### config.mk
export PLATFORM = sky130hd
export DESIGN_NAME = flag_branch_unit_flat
export DESIGN_NICKNAME = d
export VERILOG_FILES = /design/src/rtl/flag_branch_if.sv /design/src/rtl/flag_branch_unit.sv /design/src/flat_wrapper.sv
export SDC_FILE = /design/constraint.sdc
export NUM_CORES = 1
export LEC_CHECK = 0
export ABC_AREA = 0
export CORE_MARGIN = 5
export CORE_UTILIZATION = 40
export DETAILED_ROUTE_END_ITERATION = 10
export PLACE_DENSITY = 0.73
export SLEW_MARGIN = 20
export SYNTH_ARGS = -nofsm -noshare
export SYNTH_HDL_FRONTEND = slang
export SYNTH_SLANG_ARGS = --single-unit
### constraint.sdc
create_clock -name clk -period 2.9 [get_ports clk]
set_input_delay 0.435 -clock clk [delete_from_list [all_inputs] [get_ports clk]]
set_output_delay 0.435 -clock clk [all_outputs]
set_load 0.03 [all_outputs]
### src/rtl/flag_branch_if.sv
// flag_branch_if
//   Groups the signals between the compare stage / branch requester and the
//   flag branch unit.
//   master : requester side - drives flags, branch request, target PCs;
//            observes the handshake, resolution, redirect and flush.
//   slave  : flag_branch_unit side - the mirror image of master.
//   Signals:
//     flags_in/flags_we  flag vector {N,Z,C,V} and its load strobe
//     flags_q            registered flag vector
//     br_valid/br_ready  branch request handshake
//     br_cond            4-bit condition code
//     br_target          taken-path PC
//     br_fallthru        not-taken PC
//     resolve_valid      one-cycle pulse when a branch resolves
//     taken              resolution result, qualified by resolve_valid
//     redirect_valid     one-cycle pulse: fetch loads redirect_pc
//     redirect_pc        next PC of the resolved branch
//     flush              squash younger instructions
interface flag_branch_if;
    logic [3:0]  flags_in;
    logic        flags_we;
    logic [3:0]  flags_q;
    logic        br_valid;
    logic        br_ready;
    logic [3:0]  br_cond;
    logic [31:0] br_target;
    logic [31:0] br_fallthru;
    logic        resolve_valid;
    logic        taken;
    logic        redirect_valid;
    logic [31:0] redirect_pc;
    logic        flush;

    modport master (
        output flags_in, flags_we, br_valid, br_cond, br_target, br_fallthru,
        input  flags_q, br_ready, resolve_valid, taken, redirect_valid,
               redirect_pc, flush
    );

    modport slave (
        input  flags_in, flags_we, br_valid, br_cond, br_target, br_fallthru,
        output flags_q, br_ready, resolve_valid, taken, redirect_valid,
               redirect_pc, flush
    );
endinterface

### src/rtl/flag_branch_unit.sv
// flag_branch_unit
//   Latches the {N,Z,C,V} flags from the compare stage, evaluates a 4-bit
//   condition code against them and resolves conditional branches through a
//   valid/ready handshake. A taken branch produces a PC redirect and a flush
//   held for FLUSH_CYCLES cycles (counting the resolve cycle). Saturating
//   counters track taken and resolved branches.
//   Ports:
//     clk           rising-edge clock
//     rst           asynchronous, active-high reset
//     bus           flag_branch_if.slave (flags, request, resolution, flush)
//     taken_cnt     saturating count of taken branches
//     resolved_cnt  saturating count of all resolved branches
module flag_branch_unit #(
    parameter int unsigned FLUSH_CYCLES = 2,
    parameter int unsigned CNT_W        = 16
) (
    input  logic             clk,
    input  logic             rst,
    flag_branch_if.slave     bus,
    output logic [CNT_W-1:0] taken_cnt,
    output logic [CNT_W-1:0] resolved_cnt
);

    typedef enum logic [1:0] {
        IDLE   = 2'd0,
        DECIDE = 2'd1,
        FLUSH  = 2'd2
    } state_t;

    // Flush is asserted on the resolve cycle only when FLUSH_CYCLES > 0; the
    // FLUSH state is entered only when more than one cycle is required.
    localparam logic       FLUSH_EN   = (FLUSH_CYCLES > 0) ? 1'b1 : 1'b0;
    localparam logic       FLUSH_EXT  = (FLUSH_CYCLES > 1) ? 1'b1 : 1'b0;
    // FLUSH state cycles remaining after the first one.
    localparam logic [3:0] FLUSH_HOLD = (FLUSH_CYCLES > 1) ? 4'(FLUSH_CYCLES - 2) : 4'd0;

    state_t            state_r;
    logic [3:0]        flush_cnt_r;
    logic [3:0]        flags_r;
    logic              ready_r;
    logic              resolve_valid_r;
    logic              taken_r;
    logic              redirect_valid_r;
    logic [31:0]       redirect_pc_r;
    logic              flush_r;
    logic [CNT_W-1:0]  taken_cnt_r;
    logic [CNT_W-1:0]  resolved_cnt_r;

    logic [3:0]        eff_flags_s;
    logic              cond_s;
    logic              accept_s;

    // Condition evaluation on flags {N,Z,C,V}.
    function automatic logic cond_eval(input logic [3:0] cc, input logic [3:0] f);
        logic n, z, c, v;
        n = f[3];
        z = f[2];
        c = f[1];
        v = f[0];
        case (cc)
            4'd0:    return z;
            4'd1:    return ~z;
            4'd2:    return c;
            4'd3:    return ~c;
            4'd4:    return n;
            4'd5:    return ~n;
            4'd6:    return v;
            4'd7:    return ~v;
            4'd8:    return c & ~z;
            4'd9:    return ~c | z;
            4'd10:   return n ~^ v;
            4'd11:   return n ^ v;
            4'd12:   return ~z & (n ~^ v);
            4'd13:   return z | (n ^ v);
            4'd14:   return 1'b1;
            default: return 1'b0;
        endcase
    endfunction

    // Saturating increment: stays at all-ones once reached.
    function automatic logic [CNT_W-1:0] sat_inc(input logic [CNT_W-1:0] val);
        if (&val) begin
            return val;
        end else begin
            return val + {{(CNT_W-1){1'b0}}, 1'b1};
        end
    endfunction

    // Effective flags with same-cycle bypass, condition result and accept.
    always_comb begin
        eff_flags_s = flags_r;
        if (bus.flags_we) begin
            eff_flags_s = bus.flags_in;
        end else begin
            eff_flags_s = flags_r;
        end
        cond_s   = cond_eval(bus.br_cond, eff_flags_s);
        accept_s = bus.br_valid & ready_r;
    end

    // Flag register: loads whenever flags_we is set, independent of the FSM.
    always_ff @(posedge clk or posedge rst) begin
        if (rst) begin
            flags_r <= 4'd0;
        end else if (bus.flags_we) begin
            flags_r <= bus.flags_in;
        end else begin
            flags_r <= flags_r;
        end
    end

    // Branch FSM with registered handshake, resolution, redirect and flush.
    // The resolution outputs are computed at accept so they are registered
    // when DECIDE begins; later flag writes cannot disturb them.
    always_ff @(posedge clk or posedge rst) begin
        if (rst) begin
            state_r          <= IDLE;
            flush_cnt_r      <= 4'd0;
            ready_r          <= 1'b1;
            resolve_valid_r  <= 1'b0;
            taken_r          <= 1'b0;
            redirect_valid_r <= 1'b0;
            redirect_pc_r    <= 32'd0;
            flush_r          <= 1'b0;
            taken_cnt_r      <= {CNT_W{1'b0}};
            resolved_cnt_r   <= {CNT_W{1'b0}};
        end else begin
            case (state_r)
                IDLE: begin
                    if (accept_s) begin
                        state_r          <= DECIDE;
                        ready_r          <= 1'b0;
                        resolve_valid_r  <= 1'b1;
                        taken_r          <= cond_s;
                        redirect_valid_r <= cond_s;
                        redirect_pc_r    <= cond_s ? bus.br_target : bus.br_fallthru;
                        flush_r          <= cond_s & FLUSH_EN;
                        resolved_cnt_r   <= sat_inc(resolved_cnt_r);
                        if (cond_s) begin
                            taken_cnt_r <= sat_inc(taken_cnt_r);
                        end else begin
                            taken_cnt_r <= taken_cnt_r;
                        end
                    end else begin
                        ready_r <= 1'b1;
                    end
                end
                DECIDE: begin
                    resolve_valid_r  <= 1'b0;
                    taken_r          <= 1'b0;
                    redirect_valid_r <= 1'b0;
                    if (taken_r && FLUSH_EXT) begin
                        state_r     <= FLUSH;
                        flush_cnt_r <= FLUSH_HOLD;
                    end else begin
                        state_r <= IDLE;
                        ready_r <= 1'b1;
                        flush_r <= 1'b0;
                    end
                end
                FLUSH: begin
                    if (flush_cnt_r == 4'd0) begin
                        state_r <= IDLE;
                        ready_r <= 1'b1;
                        flush_r <= 1'b0;
                    end else begin
                        flush_cnt_r <= flush_cnt_r - 4'd1;
                    end
                end
                default: begin
                    state_r          <= IDLE;
                    ready_r          <= 1'b1;
                    resolve_valid_r  <= 1'b0;
                    taken_r          <= 1'b0;
                    redirect_valid_r <= 1'b0;
                    flush_r          <= 1'b0;
                end
            endcase
        end
    end

    assign bus.flags_q        = flags_r;
    assign bus.br_ready       = ready_r;
    assign bus.resolve_valid  = resolve_valid_r;
    assign bus.taken          = taken_r;
    assign bus.redirect_valid = redirect_valid_r;
    assign bus.redirect_pc    = redirect_pc_r;
    assign bus.flush          = flush_r;
    assign taken_cnt          = taken_cnt_r;
    assign resolved_cnt       = resolved_cnt_r;

endmodule
### src/flat_wrapper.sv
// flat-port wrapper written by rule: the top's interface ports become plain ports
module flag_branch_unit_flat 
#(
    parameter int unsigned FLUSH_CYCLES = 2,
    parameter int unsigned CNT_W        = 16
)
  (clk, rst, taken_cnt, resolved_cnt, bus_flags_in, bus_flags_we, bus_br_valid, bus_br_cond, bus_br_target, bus_br_fallthru, bus_flags_q, bus_br_ready, bus_resolve_valid, bus_taken, bus_redirect_valid, bus_redirect_pc, bus_flush);
  flag_branch_if bus_i ();
  input  logic clk;
  input  logic rst;
  output logic [CNT_W-1:0] taken_cnt;
  output logic [CNT_W-1:0] resolved_cnt;
  input wire logic [$bits(bus_i.flags_in)-1:0] bus_flags_in;
  input wire logic [$bits(bus_i.flags_we)-1:0] bus_flags_we;
  input wire logic [$bits(bus_i.br_valid)-1:0] bus_br_valid;
  input wire logic [$bits(bus_i.br_cond)-1:0] bus_br_cond;
  input wire logic [$bits(bus_i.br_target)-1:0] bus_br_target;
  input wire logic [$bits(bus_i.br_fallthru)-1:0] bus_br_fallthru;
  output wire logic [$bits(bus_i.flags_q)-1:0] bus_flags_q;
  output wire logic [$bits(bus_i.br_ready)-1:0] bus_br_ready;
  output wire logic [$bits(bus_i.resolve_valid)-1:0] bus_resolve_valid;
  output wire logic [$bits(bus_i.taken)-1:0] bus_taken;
  output wire logic [$bits(bus_i.redirect_valid)-1:0] bus_redirect_valid;
  output wire logic [$bits(bus_i.redirect_pc)-1:0] bus_redirect_pc;
  output wire logic [$bits(bus_i.flush)-1:0] bus_flush;
  assign bus_i.flags_in = bus_flags_in;
  assign bus_i.flags_we = bus_flags_we;
  assign bus_i.br_valid = bus_br_valid;
  assign bus_i.br_cond = bus_br_cond;
  assign bus_i.br_target = bus_br_target;
  assign bus_i.br_fallthru = bus_br_fallthru;
  assign bus_flags_q = bus_i.flags_q;
  assign bus_br_ready = bus_i.br_ready;
  assign bus_resolve_valid = bus_i.resolve_valid;
  assign bus_taken = bus_i.taken;
  assign bus_redirect_valid = bus_i.redirect_valid;
  assign bus_redirect_pc = bus_i.redirect_pc;
  assign bus_flush = bus_i.flush;
  flag_branch_unit #(.FLUSH_CYCLES(FLUSH_CYCLES), .CNT_W(CNT_W)) u_core (.clk(clk), .rst(rst), .bus(bus_i), .taken_cnt(taken_cnt), .resolved_cnt(resolved_cnt));
endmodule
; ---- After elaboration in Yosys (flattened, before gate mapping)
; Cells that the tools add are included.
[op_classes]
n_addsub = 3
n_eq_ne = 21
mux = 21
bitwise_logic = 14
reduce_logical = 14
[ops]
columns = op, n
row1 = "adder 16 x 1 -> 16 bit, second input constant", 2
row2 = two-way mux 32 bit, 1
row3 = AND reduction 16 bit, 2
row4 = "equality test 4 bit, second input constant", 7
row5 = "equality test 4 x 3 -> 1 bit, second input constant", 4
row6 = one-hot mux 1 bit (15 select lines), 1
row7 = two-way mux 4 bit, 3
row8 = AND reduction 3 bit, 3
row9 = "equality test 4 x 2 -> 1 bit, second input constant", 2
row10 = zero test 4 bit, 2
row11 = one-hot mux 4 bit (2 select lines), 1
row12 = AND reduction 2 bit, 4
row13 = two-way mux 1 bit, 7
row14 = inverter 1 bit, 7
row15 = two-way mux 2 bit, 3
row16 = "inequality test 2 x 1 -> 1 bit, second input constant", 3
row17 = one-hot mux 1 bit (3 select lines), 2
row18 = one-hot mux 2 bit (3 select lines), 1
row19 = "equality test 4 x 1 -> 1 bit, second input constant", 1
row20 = "inequality test 2 bit, second input constant", 2
row21 = one-hot mux 1 bit (2 select lines), 2
row22 = AND reduction 4 bit, 1
row23 = "subtractor 4 x 1 -> 4 bit, second input constant", 1
row24 = AND 1 bit, 3
row25 = other kinds (7), 8
[totals]
reg_bits = 78
inputBits = 76
output_inout_bits = 73
elab_cells = 83

; ---- Depth between registers and ports, before layout
[depth]
depth_word = 6
mapped_depth = 9
mapped_depth_nobuf = 8

; ---- Least setup slack after synthesis
; No wires, ideal clock.
[synth_timing]
path_type = in2reg
from = in bus_flags_we
to = reg u_core.taken_cnt_r[9], in the netlist u_core.taken_cnt[9]
setup_time_ps = 80
arrival_ps = 2455
required_ps = 2820
setup_slack_ps = 365
stages = 8
n_path_buf = 2
cell_sequence = buf_6 -> mux4_2 -> mux2_4 -> a211o_1 -> o211a_2 -> buf_6 -> a2111oi_2 -> xor2_1
[synth_via]
elab_chain_len = 5
word_cells_on_any_way = 13
cone_classes = mux: 2 / bitwise: 10 / reduce/logical: 1
[synth_lines]
columns = item, line_no
row1 = from (decl), flat_wrapper.sv:14  ; input wire logic [$bits(bus_i.flags_we)-1:0] bus_flags_we;
row2 = two-way mux 4 bit (*), flag_branch_unit.sv:92  ; if (bus.flags_we) begin
row3 = XOR 1 bit (tied with other cells), "flag_branch_unit.sv:72, flag_branch_unit.sv:74"
row4 = OR 1 bit (tied with other cells), flag_branch_unit.sv:74  ; 4'd13: return z | (n ^ v);
row5 = one-hot mux 1 bit (15 select lines) (*), flag_branch_unit.sv:60  ; case (cc)
row6 = AND reduction 4 bit (no source line) (*), --
row7 = to (signal assigned), flag_branch_unit.sv:125  ; taken_cnt_r <= {CNT_W{1'b0}};
row8 = to (signal assigned), flag_branch_unit.sv:140  ; taken_cnt_r <= sat_inc(taken_cnt_r);
row9 = to (signal assigned), flag_branch_unit.sv:142  ; taken_cnt_r <= taken_cnt_r;
row10 = to (decl), flag_branch_unit.sv:46  ; logic [CNT_W-1:0] taken_cnt_r;
; Every way passes the cells marked *; elsewhere a longest branch is shown, timed or not.
; A chain may end at the register's enable or synchronous reset.

; ---- Worst setup path after layout
[layout_timing]
from = in bus_flags_we
to = reg u_core.taken_cnt_r[13], in the netlist u_core.taken_cnt[13]
; The elaborated chain is that of the path after synthesis.

==> summary.txt <==
Slew Limit Fails: 0
CP max FO: 7
Worst IR Drop VDD: 0.377 mV
Pre-CTS setup slack: -0.193 ns
Minimum clock period after layout: 2.75 ns
Sequential element share of the synthesized area: 48.3%
Yosys top cell area share: 47.7%
FF-to-FF path depth: 7
Initial detailed-routing violation count: 187
Rows: 36
Fin worst setup slack: 0.155 ns
R2r setup slk: 0.38 ns
Clock skew: 0.0115 ns
EDFF count, synth: 0
Final ANT Viol Nets: 0
GR Overflow Total: 0
DRC errors left: 0
# diodes: 0
Vias/cell: 5.48
Top Ports: 149
H-Tree Depth: 3
Clock network fraction of total power: 19.3%
Status: finished clean
CP endpoint kind: flip-flop
Dpl hpwl: 8850 microns
CTS sink count: 78
Synth area leaders: dfrtp_1, nand3_1, a31oi_1, o21ai_0, nor2_1
Power per cell area: 847 nW/um^2
Clock buffer depth: 2
Syn avg cell area: 9.64 sq um
Clock-pin slew on the worst setup and hold paths: 0.09 ns
GP Congestion: 0.745
Type of origin of the critical path: input port
Max Cap Violations: 0
Crit path arrival time: 3.01 ns
Mapped Nets: 501
Top_reg_cell synth: dfrtp_1
Pre-antenna DRT Iters: 4
Wirelength, routed: 12100 microns
RSZ-0062 raised after global routing: false
Distinct cells, synth: 49
Root Buffer: clkbuf_8
Largest net degree at the start of global routing: 79
Core footprint: 9820 sq um
Net Sw Power: 2.08 mW
First-pass GRT wire length: 19900 microns
Post-CTS Setup Inserts: 0
Port buffer count: 148
Die Ht: 111 microns
Num CTS Buffers: 9
GRT Overall Usage: 19.6%
Total internal power: 3.01 mW
Mapped cell area: 4040 sq um
Clock latency on the worst-skew pair: 0.34 ns
Resized Gates After CTS: 0
CP required: 3.17 ns
Synth async-reset ratio: 100%
Leading area contributor after synthesis: dfrtp_1
Mapped Cells: 419
WL/cell: 17.1 microns
Fillers: 866
Achievable Freq: 0.364 GHz
Area growth syn-to-layout: 48.7%
Final hold vios: 0
Initial antenna violation count: 0
Final nets: 650
Switching Share: 40.8%
Hold crit path type: in -> async
Die Footprint: 12200 sq um
Initial Util: 41.1%
Critical path class: in -> reg
Vias in the first global route: 3847
Slew Limit Headroom: 48.0%
Flops & latches, synth: 78
Fraction of layout cells with a size suffix above 1: 10.1%
Worst Tran Pin Value: 0.773 ns
DR vias: 3866
Util after Layout: 61.2%
Die extent in x: 111 microns
Yosys warns: 0
Hold-fix buffers, CTS: 0
Final setup viols: 0
Worst R2R End: u_core.taken_cnt[13]
P_leak: 2.47 nW
Fin crit share: 94.7%
Reg-to-Reg Start: u_core.bus.flags_q[2]
CTS tree: done
Logic pwr share: 47.6%
Sequential fraction of design power: 33.1%
[area by class of cell]
cell class | count | area [sq um] | area share, %
well taps | 133 | 166 | 2.77
clock buffers | 9 | 124 | 2.06
repair buffers | 167 | 1690 | 28.1
clock inverters | 6 | 111 | 1.85
inverters | 12 | 46.3 | 0.770
multi-input cells | 300 | 1920 | 32.0
flip-flops and latches | 78 | 1950 | 32.5
[worst max path at each step]
stage / from / to / slack, ns
after global routing: bus_flags_we / u_core.taken_cnt[13] / 0.06
after floorplan: bus_flags_we / u_core.taken_cnt[9] / 0.37
final: bus_flags_we / u_core.taken_cnt[13] / 0.15
after CTS: bus_flags_we / u_core.taken_cnt[13] / 0.17
after global placement: bus_flags_we / u_core.taken_cnt[5] / -0.07
after detailed placement: bus_flags_we / u_core.taken_cnt[13] / -0.19
[placed cells by master (no fill, tap or decap), types with 8 or more instances in the layout]
cell type        Yosys  layout
inv_1               12      11
clkbuf_8             0       9
nand3_1             42      42
dfrtp_1             77      77
nor2_1              43      42
xor2_1              13      13
clkdlybuf4s50_1      0     148
xnor2_1             16      16
buf_4                1      14
a31oi_1             32      32
nand2_1             23      23
o211ai_1             8       8
o21ai_0             37      37
[cell usage after synthesis, drive strengths merged, types with 6 or more instances]
| master | number |
|---|---|
| a31oi | 32 |
| and3 | 8 |
| buf | 8 |
| clkbuf | 21 |
| dfrtp | 77 |
| ha | 6 |
| inv | 12 |
| mux2 | 8 |
| nand2 | 23 |
| nand3 | 42 |
| nor2 | 43 |
| nor2b | 6 |
| o211ai | 8 |
| o21ai | 40 |
| xnor2 | 16 |
| xor2 | 13 |
[through the flow]
| step | hold slack [ns] | area (sq um) | power (mW) | TNS (ns) | cells |
|---|---|---|---|---|---|
| after floorplan | 0.500 | 4040 | 3.07 | 0 | 419 |
| after global placement | 0.483 | 5770 | 4.07 | -0.355 | 690 |
| after detailed placement | 0.497 | 5770 | 4.15 | -2.10 | 690 |
| after CTS | 0.494 | 6010 | 5.14 | 0 | 705 |
| after global routing | 0.518 | 6010 | 5.38 | 0 | 705 |
| final | 0.484 | 6010 | 5.09 | 0 | 705 |
[flip-flops by register name, summed over array words and instances, names as in the netlist]
name and cells:
u_core.resolved_cnt 16, u_core.bus.flags_q 4, u_core.bus.redirect_pc 32, u_core.bus.resolve_valid 1, u_core.state_r 2, u_core.bus.taken 1, u_core.flush_cnt_r 4, u_core.bus.br_ready 1
u_core.bus.flush 1, u_core.taken_cnt 16
[layer usage]
metal,GRT usage (%),wire length [microns],up-vias
met4,6.90,185,0
li1,-,-,1811
met1,24.4,5010,1892
met3,4.98,832,14
met2,33.1,6050,149
met5,0,0,-
[power by group through the flow]
stage	Clock, mW	Combinational [mW]	Sequential [mW]
after CTS	1.01	2.45	1.69
after floorplan	0	0.772	2.30
final	0.982	2.43	1.68
after global routing	1.05	2.59	1.73
after global placement	0	2.38	1.69
after detailed placement	0	2.44	1.71
[cells by family (layout without fill, tap and decap cells)]
family	count (synthesis)	after routing	synth area share (%)
flip-flops	78	78	48.3
AND/OR/NAND/NOR	142	142	17.0
adder cells (fa/ha/maj)	6	6	1.86
multiplexers	13	13	4.18
buffers and inverters	41	194	4.30
AO/OA/AOI/OAI	110	110	18.1
XOR/XNOR	29	29	6.29
[worst max-delay path: stages]
cell and delay (ns):
clkdlybuf4s50_1 0.50, mux4_2 0.54, mux2_4 0.31, a211o_1 0.30
o211a_2 0.17, buf_12 0.15, a2111oi_2 0.39, xor2_1 0.21
Power figures use the tool's default switching activity.
